$ cat src/rtl/qoa_pkg.sv
// qoa_pkg: shared constants, lookup tables and FSM state type for the QOA
// slice decoder.
//   SF_TAB     : 16-entry scale-factor table indexed by the 4-bit slice sf field
//   B4_TAB     : 8-entry dequantisation table, stored as 4x integer multipliers
//   LMS_SHIFT  : right shift applied to the LMS accumulator to form the prediction
//   SLICE_LEN  : samples carried by one 64-bit slice
//   LMS_BYTES  : bytes in an LMS-state group (4 history + 4 weights, int16 each)
//   SLICE_BYTES: bytes in a slice group
package qoa_pkg;

    localparam int LMS_SHIFT   = 13;
    localparam int SLICE_LEN   = 20;
    localparam int LMS_BYTES   = 16;
    localparam int SLICE_BYTES = 8;

    localparam int SF_TAB [16] = '{1, 7, 21, 45, 84, 138, 211, 304,
                                   421, 562, 731, 928, 1157, 1419, 1715, 2048};

    // 0.75, -0.75, 2.5, -2.5, 4.5, -4.5, 7, -7 scaled by 4 so the table is integral
    localparam int B4_TAB [8] = '{3, -3, 10, -10, 18, -18, 28, -28};

    typedef enum logic [2:0] {
        ST_IDLE       = 3'd0,
        ST_LOAD_LMS   = 3'd1,
        ST_LOAD_SLICE = 3'd2,
        ST_MAC        = 3'd3,
        ST_FINAL      = 3'd4,
        ST_OUT        = 3'd5
    } qoa_state_e;

endpackage

$ cat src/rtl/qoa_dequant.sv
// qoa_dequant: combinational residual dequantiser.
//   sf  : 4-bit scale-factor index
//   q   : 3-bit quantised residual
//   deq : signed 16-bit result, round-half-away-from-zero(SF[sf] * B[q])
module qoa_dequant
    import qoa_pkg::*;
(
    input  logic [3:0]  sf,
    input  logic [2:0]  q,
    output logic [15:0] deq
);

    logic signed [17:0] w_prod;
    logic        [17:0] w_mag;
    logic        [15:0] w_rnd;

    // The table holds B*4, so the product is 4x the real value: adding 2 and
    // shifting right by 2 on the magnitude rounds halves away from zero.
    always_comb begin
        w_prod = 18'(SF_TAB[sf] * B4_TAB[q]);
        w_mag  = w_prod[17] ? -w_prod : w_prod;
        w_rnd  = 16'((w_mag + 18'd2) >> 2);
        deq    = w_prod[17] ? (16'd0 - w_rnd) : w_rnd;
    end

endmodule

$ cat src/rtl/qoa_slice_decoder.sv
// qoa_slice_decoder: decodes QOA slices into 16-bit PCM samples.
//   clk          : clock, all logic on the rising edge
//   rst_n        : synchronous active-low reset
//   in_data      : byte stream, big-endian, MSB-first
//   in_valid     : in_data valid (transfers when in_valid & in_ready)
//   in_ready     : decoder can take a byte (IDLE / LOAD_LMS / LOAD_SLICE)
//   lms_load     : sampled with the first byte of a group, 1 = 16-byte LMS
//                  state group, 0 = 8-byte slice group
//   sample_out   : signed decoded sample
//   sample_valid : sample_out valid (transfers when sample_valid & sample_ready)
//   sample_ready : downstream accepts a sample
//   busy         : high in every state except IDLE
// Each sample takes 4 MAC cycles, 1 FINAL cycle and at least 1 OUT cycle.
module qoa_slice_decoder
    import qoa_pkg::*;
#(
    parameter int WEIGHT_W = 32
) (
    input  logic        clk,
    input  logic        rst_n,
    input  logic [7:0]  in_data,
    input  logic        in_valid,
    output logic        in_ready,
    input  logic        lms_load,
    output logic [15:0] sample_out,
    output logic        sample_valid,
    input  logic        sample_ready,
    output logic        busy
);

    // Product of int16 history and WEIGHT_W weight, plus 2 bits of growth for
    // the four-term sum; never narrower than 50 bits.
    localparam int PROD_W = WEIGHT_W + 16;
    localparam int ACC_W  = (WEIGHT_W + 18 > 50) ? WEIGHT_W + 18 : 50;

    localparam logic signed [ACC_W-1:0] C_MAX = ACC_W'(32'sd32767);
    localparam logic signed [ACC_W-1:0] C_MIN = ACC_W'(-32'sd32768);

    function automatic logic signed [15:0] clamp16(input logic signed [ACC_W-1:0] v);
        if (v > C_MAX)
            return 16'sh7FFF;
        else if (v < C_MIN)
            return 16'sh8000;
        else
            return v[15:0];
    endfunction

    qoa_state_e                 r_state;
    logic [3:0]                 r_byte_cnt;
    logic [4:0]                 r_sample_idx;
    logic [1:0]                 r_mac_cnt;
    logic [7:0]                 r_hi;
    logic [63:0]                r_slice;
    logic signed [15:0]         r_hist   [4];
    logic signed [WEIGHT_W-1:0] r_weight [4];
    logic signed [ACC_W-1:0]    r_acc;
    logic signed [15:0]         r_sample;

    logic                       w_in_ready;
    logic [5:0]                 w_lsb;
    logic [3:0]                 w_sf;
    logic [2:0]                 w_q;
    logic [15:0]                w_deq;
    logic signed [15:0]         w_deq_s;
    logic signed [PROD_W-1:0]   w_prod;
    logic signed [ACC_W-1:0]    w_pred;
    logic signed [ACC_W-1:0]    w_sum;
    logic signed [15:0]         w_s;
    logic signed [15:0]         w_delta;
    logic signed [WEIGHT_W-1:0] w_delta_w;

    assign w_in_ready = (r_state == ST_IDLE) || (r_state == ST_LOAD_LMS) ||
                        (r_state == ST_LOAD_SLICE);

    // Residual n sits at bits 59-3n : 57-3n of the slice word.
    assign w_lsb = 6'd57 - (6'(r_sample_idx) * 6'd3);
    assign w_sf  = r_slice[63:60];
    assign w_q   = r_slice[w_lsb +: 3];

    qoa_dequant u_dequant (
        .sf  (w_sf),
        .q   (w_q),
        .deq (w_deq)
    );

    assign w_deq_s   = $signed(w_deq);
    assign w_prod    = PROD_W'(r_hist[r_mac_cnt]) * PROD_W'(r_weight[r_mac_cnt]);
    assign w_pred    = r_acc >>> LMS_SHIFT;
    assign w_sum     = w_pred + ACC_W'(w_deq_s);
    assign w_s       = clamp16(w_sum);
    assign w_delta   = w_deq_s >>> 4;
    assign w_delta_w = WEIGHT_W'(w_delta);

    always_ff @(posedge clk) begin
        if (!rst_n) begin
            r_state      <= ST_IDLE;
            r_byte_cnt   <= '0;
            r_sample_idx <= '0;
            r_mac_cnt    <= '0;
            r_hi         <= '0;
            r_slice      <= '0;
            r_acc        <= '0;
            r_sample     <= '0;
            for (int i = 0; i < 4; i++) begin
                r_hist[i]   <= '0;
                r_weight[i] <= '0;
            end
        end else begin
            case (r_state)
                ST_IDLE: begin
                    if (in_valid) begin
                        r_byte_cnt <= 4'd1;
                        if (lms_load) begin
                            r_hi    <= in_data;
                            r_state <= ST_LOAD_LMS;
                        end else begin
                            r_slice <= {56'd0, in_data};
                            r_state <= ST_LOAD_SLICE;
                        end
                    end
                end

                // Even bytes hold the high half; odd bytes complete an int16.
                // Bytes 0-7 are history[0..3], bytes 8-15 are weights[0..3].
                ST_LOAD_LMS: begin
                    if (in_valid) begin
                        r_byte_cnt <= r_byte_cnt + 4'd1;
                        if (!r_byte_cnt[0])
                            r_hi <= in_data;
                        else if (!r_byte_cnt[3])
                            r_hist[r_byte_cnt[2:1]] <= {r_hi, in_data};
                        else
                            r_weight[r_byte_cnt[2:1]] <= WEIGHT_W'($signed({r_hi, in_data}));
                        if (r_byte_cnt == 4'(LMS_BYTES - 1)) begin
                            r_byte_cnt <= '0;
                            r_state    <= ST_IDLE;
                        end
                    end
                end

                // Shifting left leaves the first byte at bits 63:56 after 8 bytes.
                ST_LOAD_SLICE: begin
                    if (in_valid) begin
                        r_slice    <= {r_slice[55:0], in_data};
                        r_byte_cnt <= r_byte_cnt + 4'd1;
                        if (r_byte_cnt == 4'(SLICE_BYTES - 1)) begin
                            r_byte_cnt   <= '0;
                            r_sample_idx <= '0;
                            r_mac_cnt    <= '0;
                            r_acc        <= '0;
                            r_state      <= ST_MAC;
                        end
                    end
                end

                ST_MAC: begin
                    r_acc     <= r_acc + ACC_W'(w_prod);
                    r_mac_cnt <= r_mac_cnt + 2'd1;
                    if (r_mac_cnt == 2'd3)
                        r_state <= ST_FINAL;
                end

                // Weight update uses the history before this cycle's shift.
                ST_FINAL: begin
                    for (int i = 0; i < 4; i++)
                        r_weight[i] <= r_weight[i] + (r_hist[i][15] ? -w_delta_w : w_delta_w);
                    r_hist[0] <= r_hist[1];
                    r_hist[1] <= r_hist[2];
                    r_hist[2] <= r_hist[3];
                    r_hist[3] <= w_s;
                    r_sample  <= w_s;
                    r_state   <= ST_OUT;
                end

                ST_OUT: begin
                    if (sample_ready) begin
                        if (r_sample_idx == 5'(SLICE_LEN - 1)) begin
                            r_sample_idx <= '0;
                            r_state      <= ST_IDLE;
                        end else begin
                            r_sample_idx <= r_sample_idx + 5'd1;
                            r_mac_cnt    <= '0;
                            r_acc        <= '0;
                            r_state      <= ST_MAC;
                        end
                    end
                end

                default: r_state <= ST_IDLE;
            endcase
        end
    end

    assign in_ready     = w_in_ready;
    assign sample_valid = (r_state == ST_OUT);
    assign sample_out   = r_sample;
    assign busy         = (r_state != ST_IDLE);

endmodule

$ cat config.mk
export PLATFORM = sky130hd
export DESIGN_NAME = qoa_slice_decoder
export DESIGN_NICKNAME = d
export VERILOG_FILES = /design/src/rtl/qoa_pkg.sv /design/src/rtl/qoa_dequant.sv /design/src/rtl/qoa_slice_decoder.sv
export SDC_FILE = /design/constraint.sdc
export NUM_CORES = 2
export LEC_CHECK = 0
export CAP_MARGIN = 25
export CELL_PAD_IN_SITES_DETAIL_PLACEMENT = 0
export CELL_PAD_IN_SITES_GLOBAL_PLACEMENT = 1
export CORE_MARGIN = 3
export CORE_UTILIZATION = 45
export CTS_CLUSTER_DIAMETER = 50
export DETAILED_ROUTE_END_ITERATION = 16
export PLACE_DENSITY = 0.81
export SYNTH_ARGS = -nofsm -noshare
export SYNTH_HDL_FRONTEND = slang
export SYNTH_SLANG_ARGS = --single-unit
$ cat constraint.sdc
create_clock -name clk -period 14.6 [get_ports clk]
set_clock_uncertainty 0.1 [all_clocks]
set_input_delay 2.19 -clock clk [delete_from_list [all_inputs] [get_ports clk]]
set_output_delay 2.19 -clock clk [all_outputs]
set_load 0.05 [all_outputs]
==> reports/metrics.json <==
{
  "insertion_delay": {"value": 630, "unit": "ps"},
  "worst_setup_path_end_kind": {"value": "flop"},
  "timing.final.hold_violations": {"value": 0},
  "worst_hold_path.endpoint": {"value": "r_acc[41]"},
  "cap_violations": {"value": 0},
  "fin_area": {"value": 55750, "unit": "um2"},
  "synth_sequential_area_ratio": {"value": 17.65, "unit": "%"},
  "synth.distinct_cells": {"value": 102},
  "post-route-worst-setup-slack": {"value": 521.5, "unit": "ps"},
  "hold_start": {"value": "r_acc[41]"},
  "critical_path.n_buffers_inverters": {"value": 10},
  "reg2regPathDepth": {"value": 56},
  "crit_slowest_cell": {"value": "fa_1"},
  "ys_seq_elements": {"value": 346},
  "core": {"value": 109800, "unit": "um2"},
  "grt_setup_unrepaired": {"value": "yes"},
  "initial_utilization": {"value": 45.66, "unit": "%"},
  "grt_usage": {"value": 24.39, "unit": "%"},
  "post_drt_wl_per_cell": {"value": 20.21, "unit": "um"},
  "pin_count_of_the_biggest_net_entering_global_routing": {"value": 83},
  "cts_root_buffer": {"value": "clkbuf_16"},
  "globalRoute.totalOverflow": {"value": 0},
  "horizontal_die_dimension": {"value": 339.7, "unit": "um"},
  "pre_cts_ws": {"value": -282.9, "unit": "ps"},
  "number_of_vias_after_detailed_routing": {"value": 39860},
  "drt_iter0_drc": {"value": 3050},
  "postSynthAreaPerCell": {"value": 9.220, "unit": "um2"},
  "worstPathRequired": {"value": 14990, "unit": "ps"},
  "detail_routed_via_count_per_cell": {"value": 5.675},
  "yosysTopAreaCell": {"value": "fa_1"},
  "critPathLaunchType": {"value": "flop"},
  "detail-route-antenna-nets": {"value": 0},
  "regToRegEndpoint": {"value": "r_hist[3][6]"},
  "weighted_congestion_reported_at_the_end_of_routability_driven_placement": {"value": 0.9127},
  "timing.final.crit_period": {"value": 14080, "unit": "ps"},
  "die_h": {"value": 339.7, "unit": "um"},
  "placed_area": {"value": 52990, "unit": "um2"},
  "ys_top_cells_by_area": {"value": "fa_1 26%, edfxtp_1 12%, ha_1 9.8%, dfxtp_1 6.2%, inv_1 5.6%"},
  "yosys_most_used_dff": {"value": "edfxtp_1"},
  "nets": {"value": 6544},
  "clk_path_buf_depth": {"value": 3},
  "cp_top_family": {"value": "adder cells"},
  "outcome": {"value": "completed"},
  "grt_first_pass_wirelength": {"value": 225300, "unit": "um"},
  "synth.net_count": {"value": 6479},
  "critPathKind": {"value": "reg2reg"},
  "critical_path_peak_fanout": {"value": 15},
  "syn_area": {"value": 50120, "unit": "um2"},
  "area_growth": {"value": 11.22, "unit": "%"},
  "layout-drive-gt1-share": {"value": 11.07, "unit": "%"},
  "number_of_slew_limit_violations_in_the_final_report": {"value": 0},
  "number_of_antenna_violations_at_the_first_check_in_global_routing": {"value": 4},
  "power.static_leakage": {"value": 0.02480, "unit": "uW"},
  "top_level_ports": {"value": 32},
  "rows": {"value": 121},
  "tightest_slew": {"value": 1063, "unit": "ps"},
  "post-route-period-util": {"value": 96.43, "unit": "%"},
  "synth_top_area_share": {"value": 25.52, "unit": "%"},
  "cts.clk_slew.worst_paths": {"value": 60, "unit": "ps"},
  "cp_num_cells": {"value": 56},
  "peakVddDrop": {"value": 95.98, "unit": "uV"},
  "worst_ep_arrival_time": {"value": 14470, "unit": "ps"},
  "hp-class": {"value": "reg2reg"},
  "cpPeakStageDelay": {"value": 550, "unit": "ps"},
  "drc": {"value": 0},
  "tritoncts.num_buffers": {"value": 55},
  "place.port_buffers": {"value": 31},
  "count_of_flip_flops_with_a_built_in_enable_after_synthesis": {"value": 192},
  "syn-instance-count": {"value": 5436},
  "ys.warnings.count": {"value": 0},
  "drtPass1Iterations": {"value": 6},
  "power.density_cell_area": {"value": 92.39, "unit": "nW/um2"},
  "timing.reg2reg.setup_slack": {"value": 520, "unit": "ps"},
  "setup-tns-final": {"value": 0, "unit": "ps"},
  "hpwl": {"value": 109000, "unit": "um"},
  "setup-violations-final": {"value": 0},
  "cts.sinks": {"value": 346},
  "path_common_cell": {"value": "fa_1"},
  "die_area": {"value": 115400, "unit": "um2"},
  "grt_pass1_vias": {"value": 40170},
  "whs_path_depth": {"value": 2},
  "r2r_start": {"value": "r_sample_idx[1]"},
  "final_util": {"value": 50.79, "unit": "%"},
  "ys_async_sr_fraction": {"value": 0, "unit": "%"},
  "max-slew-margin-rel": {"value": 29.10, "unit": "%"},
  "fmaxAchievable": {"value": 71.03, "unit": "MHz"},
  "htreeDepth": {"value": 2},
  "postRouteWirelength": {"value": 141900, "unit": "um"},
  "cts_tree": {"value": "built"}
}
==> worst max-delay path by stage <==
stage,startpoint,endpoint
6_report,r_sample_idx[1],r_hist[3][6]
5_1_grt,r_sample_idx[1],r_weight[2][30]
4_1_cts,r_sample_idx[2],r_weight[1][31]
3_5_place_dp,r_sample_idx[2],r_weight[1][31]
3_3_place_gp,r_sample_idx[2],r_hist[3][6]
2_1_floorplan,r_sample_idx[2],r_hist[3][0]
==> worst min-delay path, delay by kind of cell, from the launching register on <==
family,cells,cell delay [ps]
AOI/OAI and AO/OA,1,60
DFF,1,330
and+or+nand+nor,1,60
==> cell usage in the layout, fill, tap and decap left out, types with 179 or more instances in the layout <==
| master | instances |
|---|---|
| nand2_1 | 707 |
| ha_1 | 379 |
| nor2_1 | 180 |
| xnor2_1 | 179 |
| inv_1 | 738 |
| buf_4 | 215 |
| nor2b_1 | 243 |
| edfxtp_1 | 192 |
| o21ai_0 | 249 |
| fa_1 | 638 |
==> sequential cells by signal, indices dropped and copies added (netlist names), named ones only <==
register and flops:
r_weight 128, r_hist 64, r_slice 64, r_acc 50
sample_out 16, r_hi 8, r_sample_idx 5, r_byte_cnt 4
r_state 3, r_mac_cnt 2
==> routing by layer <==
layer | up-vias | global-route usage, % | share of wire, %
li1 | 18330 | - | -
met1 | 20080 | 35.15 | 45
met2 | 1263 | 39.35 | 46
met3 | 180 | 3.492 | 7.3
met4 | 2 | 4.593 | 1.7
met5 | - | 0 | 0.0085
==> layout make-up <==
cell class                      count  area [um2]
Inverter                          750        2828
Antenna cell                        1       2.502
Clock buffer                       63        1426
Fill cell                       10160       54020
Tap cell                         1476        1847
Sequential cell                   346        8855
Multi-Input combinational cell   4087       38160
Timing Repair Buffer              261        2185
Clock inverter                     39       446.7
==> through the flow <==
step | hold slack (ps) | total power [uW] | instances
detailed placement | 397.2 | 3784 | 6890
global placement | 393.5 | 3771 | 6889
finish | 401.4 | 5150 | 7023
global route | 423.5 | 5564 | 7022
floorplan | 353.8 | 3161 | 5436
CTS | 404.4 | 5168 | 6993
==> power by group <==
group,internal (uW),switching [uW]
combinational,1140,1580
clock,794,552
sequential,1050,33.8
==> cell families after synthesis <==
family,after synthesis,synth area share (%)
AO/OA/AOI/OAI,1004,13.30
AND/OR/NAND/NOR,1632,15.82
flip-flops,346,17.65
buffers and inverters,1003,7.701
XOR/XNOR,272,5.000
multiplexers,149,5.240
adder cells (fa/ha/maj),1030,35.28
==> timing repair <==
action,CTS,global route
hold buffers,0,0
endpoints found under the setup margin,40,97
gates resized for setup,13,143
endpoints found under the hold margin,0,0
gates cloned,0,1
setup buffers,1,26
pin swaps,2,58
==> synthesized netlist by cell type (all sizes together), types with 81 or more instances <==
cell    count
dfxtp     154
a22oi     103
nor2      189
xnor2     186
fa        639
nor2b     246
o21ai     308
edfxtp    192
inv       747
xor2       81
mux4       88
a21oi     165
nand2b     95
nand2     712
clkbuf    209
nand3      90
ha        391
No activity file was read; power rests on OpenSTA's default activity.
